===== config.mk =====
export PLATFORM = sky130hd
export DESIGN_NAME = mcycle_controller
export DESIGN_NICKNAME = d
export VERILOG_FILES = /design/src/rtl/mcycle_controller.sv
export SDC_FILE = /design/constraint.sdc
export NUM_CORES = 1
export LEC_CHECK = 0
export CAP_MARGIN = 20
export CORE_MARGIN = 4
export CORE_UTILIZATION = 39
export CTS_CLUSTER_SIZE = 25
export DETAILED_ROUTE_END_ITERATION = 7
export PLACE_DENSITY = 0.85
export REMOVE_ABC_BUFFERS = 1
export SLEW_MARGIN = 20
export SYNTH_ARGS = -nofsm -noshare
export SYNTH_HDL_FRONTEND = slang
export SYNTH_SLANG_ARGS = --single-unit
export TNS_END_PERCENT = 30

===== constraint.sdc =====
create_clock -name clk -period 2.3 [get_ports clk]
set_clock_uncertainty 0.1 [all_clocks]
set_input_delay 0.23 -clock clk [delete_from_list [all_inputs] [get_ports clk]]
set_output_delay 0.23 -clock clk [all_outputs]
set_load 0.02 [all_outputs]

===== src/rtl/mcycle_controller.sv =====
// mcycle_controller: multi-cycle control FSM for the 16-bit datapath.
// Each instruction starts in FETCH and ends with exactly one pcEn pulse.
// The FSM then returns to FETCH.
// Control outputs are decoded from the current state, the latched
// instruction and capturedPSR. Outputs are forced low while reset is high,
// so an instruction interrupted by reset never commits a write.
// Optional feature: define CTRL_ILLEGAL_TRAP_EN to make illegal
// instructions trap to PC 0. Without it, illegal instructions execute as NOP.

module mcycle_controller (
  input  logic        clk,
  input  logic        reset,
  input  logic [15:0] instr,
  input  logic [7:0]  capturedPSR,
  input  logic        aluOutIsZero,
  output logic        pcEn,
  output logic        instrWrite,
  output logic        regWrite,
  output logic        writeBackSelect,
  output logic        dataToWriteSelect,
  output logic        newAluInput,
  output logic        psrRegEn,
  output logic        memWrite,
  output logic        trap,
  output logic [1:0]  aluSrc1Select,
  output logic [1:0]  aluSrc2Select,
  output logic [1:0]  pcSrc,
  output logic [3:0]  state
);

  typedef enum logic [3:0] {
    FETCH    = 4'd0,
    DECODE   = 4'd1,
    EXEC     = 4'd2,
    WB       = 4'd3,
    LD_MEM   = 4'd4,
    LD_SEL   = 4'd5,
    LD_WB    = 4'd6,
    ST       = 4'd7,
    JAL_LINK = 4'd8,
    JUMP     = 4'd9,
    BRANCH   = 4'd10,
`ifdef CTRL_ILLEGAL_TRAP_EN
    ADV      = 4'd11,
    TRAP     = 4'd12
`else
    ADV      = 4'd11
`endif
  } ctrlStateT;

  ctrlStateT currentState;
  logic      jalPending;

  logic [3:0] opcode;
  logic [3:0] ext;
  logic [3:0] cond;
  logic       isRAlu;
  logic       isIAlu;
  logic       isCmp;
  logic       isLoad;
  logic       isStor;
  logic       isJal;
  logic       isJcond;
  logic       isBcond;
  logic       isNop;
  logic       condTrue;
  logic       takeJump;

  logic flagN;
  logic flagZ;
  logic flagF;
  logic flagL;
  logic flagC;

  // The zero flag from the ALU and the unassigned PSR bits are not used by the control logic.
  logic unusedBits;
  assign unusedBits = aluOutIsZero ^ capturedPSR[4] ^ capturedPSR[3] ^ capturedPSR[1];

  assign opcode = instr[15:12];
  assign ext    = instr[7:4];
  assign cond   = instr[11:8];

  assign flagN = capturedPSR[7];
  assign flagZ = capturedPSR[6];
  assign flagF = capturedPSR[5];
  assign flagL = capturedPSR[2];
  assign flagC = capturedPSR[0];

  assign isRAlu  = (opcode == 4'b0000) &&
                   (ext inside {4'b0001, 4'b0010, 4'b0011, 4'b0101,
                                4'b1001, 4'b1011, 4'b1101});
  assign isIAlu  = opcode inside {4'b0001, 4'b0010, 4'b0011, 4'b0101,
                                  4'b1001, 4'b1011, 4'b1101, 4'b1111};
  assign isCmp   = (isRAlu && (ext == 4'b1011)) || (opcode == 4'b1011);
  assign isLoad  = (opcode == 4'b0100) && (ext == 4'b0000);
  assign isStor  = (opcode == 4'b0100) && (ext == 4'b0100);
  assign isJal   = (opcode == 4'b0100) && (ext == 4'b1000);
  assign isJcond = (opcode == 4'b0100) && (ext == 4'b1100);
  assign isBcond = (opcode == 4'b1100);
  assign isNop   = (instr == 16'h0000);

  // Evaluate the branch/jump condition from the flags present this cycle.
  always_comb begin
    condTrue = 1'b0;
    case (cond)
      4'b0000: condTrue = flagZ;
      4'b0001: condTrue = ~flagZ;
      4'b0010: condTrue = flagC;
      4'b0011: condTrue = ~flagC;
      4'b0100: condTrue = flagL;
      4'b0101: condTrue = ~flagL;
      4'b0110: condTrue = flagN;
      4'b0111: condTrue = ~flagN;
      4'b1000: condTrue = flagF;
      4'b1001: condTrue = ~flagF;
      4'b1010: condTrue = ~flagL & ~flagZ;
      4'b1011: condTrue = flagL | flagZ;
      4'b1100: condTrue = ~flagN & ~flagZ;
      4'b1101: condTrue = flagN | flagZ;
      4'b1110: condTrue = 1'b1;
      default: condTrue = 1'b0;
    endcase
  end

  // A JAL reaches JUMP with its condition forced true; its cond field holds a register number.
  assign takeJump = jalPending | condTrue;

  // Advance the instruction sequence and remember when JUMP was entered from JAL_LINK.
  always_ff @(posedge clk) begin
    if (reset) begin
      currentState <= FETCH;
      jalPending   <= 1'b0;
    end else begin
      case (currentState)
        FETCH: begin
          currentState <= DECODE;
          jalPending   <= 1'b0;
        end
        DECODE: begin
          if (isRAlu || isIAlu)  currentState <= EXEC;
          else if (isLoad)       currentState <= LD_MEM;
          else if (isStor)       currentState <= ST;
          else if (isJal)        currentState <= JAL_LINK;
          else if (isJcond)      currentState <= JUMP;
          else if (isBcond)      currentState <= BRANCH;
          else if (isNop)        currentState <= ADV;
`ifdef CTRL_ILLEGAL_TRAP_EN
          else                   currentState <= TRAP;
`else
          else                   currentState <= ADV;
`endif
        end
        EXEC:     currentState <= WB;
        WB:       currentState <= FETCH;
        LD_MEM:   currentState <= LD_SEL;
        LD_SEL:   currentState <= LD_WB;
        LD_WB:    currentState <= FETCH;
        ST:       currentState <= FETCH;
        JAL_LINK: begin
          currentState <= JUMP;
          jalPending   <= 1'b1;
        end
        JUMP: begin
          currentState <= FETCH;
          jalPending   <= 1'b0;
        end
        BRANCH:   currentState <= FETCH;
        ADV:      currentState <= FETCH;
`ifdef CTRL_ILLEGAL_TRAP_EN
        TRAP:     currentState <= FETCH;
`endif
        default: begin
          currentState <= FETCH;
          jalPending   <= 1'b0;
        end
      endcase
    end
  end

  // Decode the control outputs for the current state; reset suppresses every output.
  always_comb begin
    pcEn              = 1'b0;
    instrWrite        = 1'b0;
    regWrite          = 1'b0;
    writeBackSelect   = 1'b0;
    dataToWriteSelect = 1'b0;
    newAluInput       = 1'b0;
    psrRegEn          = 1'b0;
    memWrite          = 1'b0;
    trap              = 1'b0;
    aluSrc1Select     = 2'b00;
    aluSrc2Select     = 2'b00;
    pcSrc             = 2'b00;
    if (!reset) begin
      case (currentState)
        FETCH:  instrWrite  = 1'b1;
        DECODE: newAluInput = 1'b1;
        EXEC: begin
          aluSrc1Select = 2'b01;
          aluSrc2Select = isIAlu ? 2'b01 : 2'b00;
          psrRegEn      = 1'b1;
        end
        WB: begin
          aluSrc1Select = 2'b01;
          aluSrc2Select = isIAlu ? 2'b01 : 2'b00;
          regWrite      = ~isCmp;
          pcEn          = 1'b1;
        end
        LD_MEM: begin
        end
        LD_SEL: writeBackSelect = 1'b1;
        LD_WB: begin
          writeBackSelect = 1'b1;
          regWrite        = 1'b1;
          pcEn            = 1'b1;
        end
        ST: begin
          memWrite = 1'b1;
          pcEn     = 1'b1;
        end
        JAL_LINK: begin
          regWrite          = 1'b1;
          dataToWriteSelect = 1'b1;
        end
        JUMP: begin
          pcEn  = 1'b1;
          pcSrc = takeJump ? 2'b01 : 2'b00;
        end
        BRANCH: begin
          pcEn  = 1'b1;
          pcSrc = condTrue ? 2'b10 : 2'b00;
        end
        ADV: pcEn = 1'b1;
`ifdef CTRL_ILLEGAL_TRAP_EN
        TRAP: begin
          trap  = 1'b1;
          pcEn  = 1'b1;
          pcSrc = 2'b11;
        end
`endif
        default: begin
        end
      endcase
    end
  end

  assign state = currentState;

endmodule


-- Word-level counts from Yosys, hierarchy flattened
Index checks and enable logic that the tools add are counted.
W data, S select, Z words.
- ROM bits: 0
- memories: 0
- logic and storage cells: 111
- flip-flop bits (word level): 5
- latch bits: 0
- input bits: 27
- RAM bits: 0
- $lt $le $gt $ge: 0
- reductions and logical operators: 19
- add/subtract/negate cells: 0
- bitwise logic cells: 11
- equal/unequal tests: 45
- shifts and indexed selects: 0
- muxes and demuxes: 34
- div/mod/pow operators: 0
- multiply operators: 0
- operators with widths (kind ; count):
    $eq A4 B4 Y1 const B ; 21
    $eq A4 B3 Y1 const B ; 12
    $eq A4 B2 Y1 const B ; 8
    $pmux W4 S6 ; 1
    $mux W1 ; 22
    $eq A4 B1 Y1 const B ; 4
    $logic_not A4 Y1 ; 4
    $pmux W1 S15 ; 1
    $mux W4 ; 3
    $reduce_or A9 Y1 ; 1
    $mux W2 ; 4
    $reduce_bool A8 Y1 ; 1
    $reduce_bool A7 Y1 ; 1
    $logic_and A1 B1 Y1 ; 6
    $not A1 Y1 ; 6
    $reduce_or A2 Y1 ; 3
    $reduce_or A6 Y1 ; 1
    $pmux W1 S2 ; 2
    $pmux W2 S2 ; 1
    $or A1 B1 Y1 ; 3
    $and A1 B1 Y1 ; 2
    $logic_or A1 B1 Y1 ; 2

-- Longest topological paths before layout
Gate-level depths: netlist of the first run.
- depth in word-level cells: 8
- depth in mapped cells: 6
- depth with buffers taken out: 5

-- Least setup slack after synthesis of the first run
OpenSTA, ideal clock, no wires.
- path type: register -> output
- start: reg currentState[1], in the netlist state[1]
- end: out pcEn
- buffers on the path: 1
- arrival time: 2.037 ns
- required time: 1.970 ns
- cell stages (with the launch flop): 4
- setup slack: -0.067 ns
- cell sequence: dfxtp_1 clkbuf_1 nor2_1 a2111oi_0
- word-level cells in the longest chain between the ends: 4
- elaborated cells on any way between the ends: 9
- classes of those cells: 6 x eq/ne; 2 x mux; 1 x reduce/logical
- RTL lines (element ; line ; source):
    start: declaration ; 51 ; ctrlStateT currentState;
    start signal: assignment ; 131 ; currentState <= FETCH;
    start signal: assignment ; 136 ; currentState <= DECODE;
    start signal: assignment ; 140 ; if (isRAlu || isIAlu) currentState <= EXEC;
    $eq A4 B4 Y1, or another cell as far along ; 195 ; case (currentState)
    $reduce_or A6 Y1 (no source line) (*) ; n/a ;
    $mux W1 (*) ; 195 ;
    $mux W1 (*) ; 194 ; if (!reset) begin
    end: declaration ; 16 ; output logic pcEn,
Mark *: on every way between the ends. The rest lies on a longest branch, timed or not.

-- Final worst setup path of the first run
- start: in reset
- end: out writeBackSelect
- word-level cells in the longest chain between the ends: 1
- RTL lines (element ; line ; source):
    start: declaration ; 12 ; input logic reset,
    $mux W1 ; 194 ;
    end: declaration ; 19 ; output logic writeBackSelect,
Every way passes these cells.

==> results of run 1 <==
cell type report:
type / count / area share, %
timing repair buffer: 50 / 38.40
clock buffer: 4 / 2.234
sequential: 5 / 8.511
inverter: 3 / 0.9574
multi-input combinational: 88 / 47.23
tap: 25 / 2.660
metal layers:
metal / vias up / wire [um] / share of wire, %
met2: 38 / 1061 / 47
met3: 7 / 153 / 6.8
met5: - / 0 / 0
li1: 472 / - / -
met4: 0 / 43 / 1.9
met1: 436 / 994 / 44
sequential cells by signal, summed over array words and instances (netlist names):
register,count
state,4
jalPending,1
metrics by stage:
step	worst slack, ns	setup TNS (ns)	hold slack [ns]
2_1_floorplan	-0.04463	-0.04463	0.2022
3_3_place_gp	-0.3214	-0.6225	0.5099
3_5_place_dp	-0.5020	-0.9028	0.4999
4_1_cts	-0.07590	-0.07590	0.5106
5_1_grt	0.01933	0	0.5567
6_report	0.1085	0	0.5103
what timing repair did:
action	4_1_cts	5_1_grt
pin swaps	1	1
setup endpoints to repair	4	4
gates resized for setup	12	6
layout by cell type, fill, tap and decap left out, drive strengths merged, types with 2 or more instances in the layout:
cell type       n
nor3            5
xor2            2
nand2b          5
nor4            2
dlygate4sd2     5
dlymetal6s2s    3
a22oi           2
a211oi          3
conb            3
nor2b           2
nand2           3
nor3b           2
inv             3
dfxtp           5
clkdlybuf4s50  24
o21ai           3
nand4b          3
buf            17
o22ai           3
o2111ai         2
or3b            2
a21oi           8
nand3b          4
clkbuf          5
nor2           18
critical path, cell delays in order:
cell and delay (ns):
clkdlybuf4s50_1 0.42, buf_4 0.17, nor2_1 0.18, nand2_1 0.10, a21oi_1 0.14, clkdlybuf4s50_1 0.62
how the worst min path moves through the flow:
stage,start,to,depth (start not counted)
3_3_place_gp,jalPending,jalPending,3
4_1_cts,jalPending,jalPending,3
2_1_floorplan,reset,jalPending,1
6_report,jalPending,jalPending,3
3_5_place_dp,jalPending,jalPending,3
5_1_grt,jalPending,jalPending,3
cell families after synthesis:
| group | count (synthesis) | share of synthesized area [%] |
|---|---|---|
| compound gates | 30 | 29.17 |
| flops | 5 | 13.89 |
| other cells | 1 | 0.5203 |
| buf+inv | 13 | 10.94 |
| xor+xnor | 2 | 2.431 |
| mux | 1 | 1.389 |
| simple gates | 52 | 41.67 |
report_power, final:
part           internal, mW  total, mW  switching [mW]
sequential           0.0952      0.110          0.0152
clock                0.0660      0.108          0.0422
combinational         0.121      0.240           0.119
==> run metrics, run 1 <==
initial DRC count 22; Vias 953; wire length per cell 12.88 um; Routability Congestion 0.8574; Post-CTS Hold Buffers 0; M1 GR Usage 23.25%; Syn Area/Cell 6.930 um2; DRC 0; number of global-route vias before repair 888; first-pass GRT wire length 3.739 mm; total gr overflow 0; non-filler instance count after layout 175; FP Rows 15; Worst Hold Class flop to flop; slew margin rel. 63.88%; Final Routed Wirelength 2.254 mm; via/cell ratio 5.446; Fin. Hold Viols 0; top cells by area, synth dfxtp_1 (14%), nor2_1 (9.4%), a21oi_1 (5.6%); RSZ-0062 raised after global routing no; clock slew at reported path FFs 0.05 ns; Util after Layout 67.38%; static leakage 0.4991 nW; Post-synth EDFFs 0; synthesized area 720.7 um2; fill cell count 139; multi-input combinational cell area 555.5 um2; met3 usage 4.665%; GR peak layer met2; Peak VDD IR 0.1773 mV; Crit path arrival time 1.86 ns; TritonCTS clock tree done; max cap viols 0; status finished clean; final setup fails 0; most common flop cell mapped by yosys dfxtp_1; Layout area overhead 63.19%; largest area contributor in the netlist dfxtp_1; CTS buffer count 3; Die X-Extent 50.99 um; post-route antenna net violation count 0; worst slew pin tran 0.5282 ns; Netlist cell types 40; CTS H-Tree Depth 1; CTS max path bufs 2; number of inserted diodes 0; Ys Warns 0; DP Cell Count 171; crit path time final 2.191 ns; Worst setup SP type primary input; Final Cycle Share 95.28%; Reg-to-Reg End state[2]; Post-Synthesis Cells 104; sequential area share after synthesis 13.89%; FF-to-FF setup slack 0.73 ns; GR Util All Layers 18.35%; Starting Density 41.29%; met2 Use GR 29.18%; critical path endpoint writeBackSelect; Finished Cell Area 1176 um2; fmax 456.3 MHz; HPWL after detailed placement 1.799 mm; area share of the largest cell type after synthesis 13.89%; crit path max fanout 7; Reg area 100.1 um2; Die H 50.99 um; Sinks on Clock Net 5; PortBufs 34; initial antenna violation count 0; Reg-to-Reg Start state[1]; top post-synthesis cells by count nor2_1 (18), a21oi_1 (8), dfxtp_1 (5), nand2b_1 (5), nor3_1 (5); Worst EP required 1.97 ns; max-slew violations 0; Tot Pwr 0.4584 mW; clk_lat worst skew 0.25 ns; setup repair bufs after CTS 0; R2R cell count 5; die area 2599 um2; core area 1745 um2; largest net degree at the start of global routing 11; layout cells sized above 1 18.00%; Placed Instance Area 1152 um2; pwr/cell area 389.7 nW/um2; Worst setup EP type output pin; flops & latches, synth 5; Post-synth ARST share 0%; drt pass-1 iters 4; CTS root buf clkbuf_4; most numerous cell in the Yosys netlist nor2_1; Final nets 178; IO Pins 46; Setup CP Type primary input to output pin; beginning of the critical path reset
(Power assumes the default switching activity.)
==> inputs of run 2 (changes only) <==
==> constraint.sdc (replaced) <==
create_clock -name clk -period 2.3 [get_ports clk]
set_clock_uncertainty 0.1 [all_clocks]
set_input_delay 0.345 -clock clk [delete_from_list [all_inputs] [get_ports clk]]
set_output_delay 0.345 -clock clk [all_outputs]
set_load 0.02 [all_outputs]
==> run 2 against run 1 <==
Effect of this change:
- via count is 0.10% higher
- largest cell class unchanged
- final cell count increased by 1.1%
- critical endpoint is now dataToWriteSelect
- sequential share of layout area increased by 0.12 points
- global-route usage shrank 0.46 points
==> run metrics, run 2 (synthesized netlist as in run 1, its figures left out) <==
fmax 449.1 MHz (-1.6%); Worst setup SP type primary input; Sw Ratio 38.50% (+0.082 points); non-filler instance count after layout 177 (+1.1%); core area 1745 um2 (unchanged); PortBufs 34 (unchanged); Setup CP Type primary input to output pin; total gr overflow 0 (unchanged); Clk pwr share 23.5% (about the same); Pint 0.2811 mW (-0.42%); final worst slack 0.07338 ns (-0.03512 ns); R2R cell count 5 (unchanged); max reg flops 4 (unchanged); beginning of the critical path reset; Routability Congestion 0.8304 (-3.1%); DP Cell Count 173 (+1.2%); max-slew violations 0 (unchanged); HPWL after detailed placement 1.840 mm (+2.3%); Peak VDD IR 0.1964 mV (+11%); FP Rows 15 (unchanged); final setup fails 0 (unchanged); CTS buffer count 3 (unchanged); die area 2599 um2 (unchanged); Final Cycle Share 96.81% (+1.5 points); clock slew at reported path FFs 0.05 ns (about the same); max cap viols 0 (unchanged); drt pass-1 iters 4 (unchanged); Reg-to-Reg End state[2]; Worst EP required 1.86 ns (-0.11 ns); Final nets 180 (+1.1%); critical path endpoint dataToWriteSelect; Final Routed Wirelength 2.263 mm (+0.40%); initial DRC count 38 (+73%); crit path max fanout 3 (-4); FF-to-FF setup slack 0.82 ns (+0.09 ns); Worst Hold Class flop to flop; Die H 50.99 um (unchanged); largest net degree at the start of global routing 11 (unchanged); IO Pins 46 (unchanged); via/cell ratio 5.390 (-1.0%); CTS H-Tree Depth 1 (unchanged); number of global-route vias before repair 856 (-3.6%); layout cells sized above 1 21.71% (+3.7 points); Crit path arrival time 1.78 ns (-0.08 ns); initial antenna violation count 0 (unchanged); Vias 954 (+0.10%); Combinational Power Share 53.0% (+0.7 points); CTS max path bufs 2 (unchanged); Die X-Extent 50.99 um (unchanged); crit path time final 2.227 ns (+0.03512 ns); RSZ-0062 raised after global routing yes; first-pass GRT wire length 3.670 mm (-1.8%); TritonCTS clock tree done; Starting Density 41.29% (unchanged); Fin. Hold Viols 0 (unchanged); setup repair bufs after CTS 0 (unchanged); clk_lat worst skew 0.25 ns (about the same); DRC 0 (unchanged); GR Util All Layers 17.88% (-0.46 points); post-route antenna net violation count 0 (unchanged); status finished clean; Switching Power 0.1760 mW (about the same); static leakage 0.5315 nW (+6.5%); number of inserted diodes 0 (unchanged); setup slack at placement -0.6115 ns (-0.1094 ns); pwr/cell area 389.0 nW/um2 (-0.18%); Worst setup EP type output pin; sequential fraction of design power 23.5% (-0.6 points); Layout area overhead 63.02%; commonest non-fill, non-tap cells in the layout nor2_1 (18), buf_4 (18), clkdlybuf4s50_1 (17), a21oi_1 (8), dlygate4sd2_1 (7); Sinks on Clock Net 5 (unchanged); Util after Layout 67.31% (-0.072 points); CTS root buf clkbuf_4; Reg-to-Reg Start state[1]; wire length per cell 12.79 um (-0.74%)
run 2: cell count changes in the layout (fill, tap and decap cells not counted):
cell             change
dfxtp_2              +1
dfxtp_1              -1
dlygate4sd2_1        +2
buf_2                +1
clkdlybuf4s15_1      +2
clkbuf_2             +2
clkdlybuf4s50_1      -7
buf_4                +2
run 2: cell type report:
cell class              count  area [um2]
clock buffers               4       26.28
fillers                   155       570.5
inverters                   3       11.26
multi-input cells          88       555.5
flip-flops and latches      5       101.3
well taps                  25       31.28
repair buffers             52       449.2
run 2: routing by layer:
metal / part of all wire, % / global-route usage [%] / routed length [um] / vias to the layer above
li1: - / - / - / 481
met1: 46 / 24.21 / 1048 / 435
met2: 46 / 27.47 / 1048 / 33
met3: 5.1 / 1.458 / 115 / 5
met4: 2.3 / 10.31 / 51 / 0
met5: 0 / 0 / 0 / -
run 2: how the worst min path moves through the flow:
| stage | depth (start not counted) | end | slack, ns | start |
|---|---|---|---|---|
| 2_1_floorplan | 1 | jalPending | 0.32 | reset |
| 3_3_place_gp | 3 | jalPending | 0.51 | jalPending |
| 3_5_place_dp | 3 | jalPending | 0.53 | jalPending |
| 4_1_cts | 3 | jalPending | 0.54 | jalPending |
| 5_1_grt | 3 | jalPending | 0.57 | jalPending |
| 6_report | 3 | jalPending | 0.54 | jalPending |
run 2: worst max-delay path, cell delays in order:
cell and delay [ns]:
clkdlybuf4s50_1 0.41, or3b_2 0.51, nor3_1 0.16, dlygate4sd2_1 0.35
run 2: repair_timing:
item,4_1_cts,5_1_grt
endpoints found under the setup margin,10,6
hold buffers,0,0
pin swaps,1,3
resized for setup,22,13
run 2: power by group through the flow:
stage	combinational (mW)	clock (mW)	sequential [mW]
5_1_grt	0.262	0.115	0.109
6_report	0.242	0.107	0.108
3_5_place_dp	0.249	0	0.109
2_1_floorplan	0.100	0	0.124
3_3_place_gp	0.245	0	0.109
4_1_cts	0.241	0.111	0.107
run 2: per-stage QoR:
stage                     power (mW)  setup TNS, ns  instance area [um2]  hold slack, ns
final                         0.4570              0                 1175          0.5358
after global routing          0.4859              0                 1175          0.5667
after CTS                     0.4596              0                 1169          0.5372
after detailed placement      0.3580         -2.187                 1167          0.5260
after global placement        0.3533         -1.865                 1167          0.5137
after floorplan               0.2241        -0.1596                660.6          0.3172
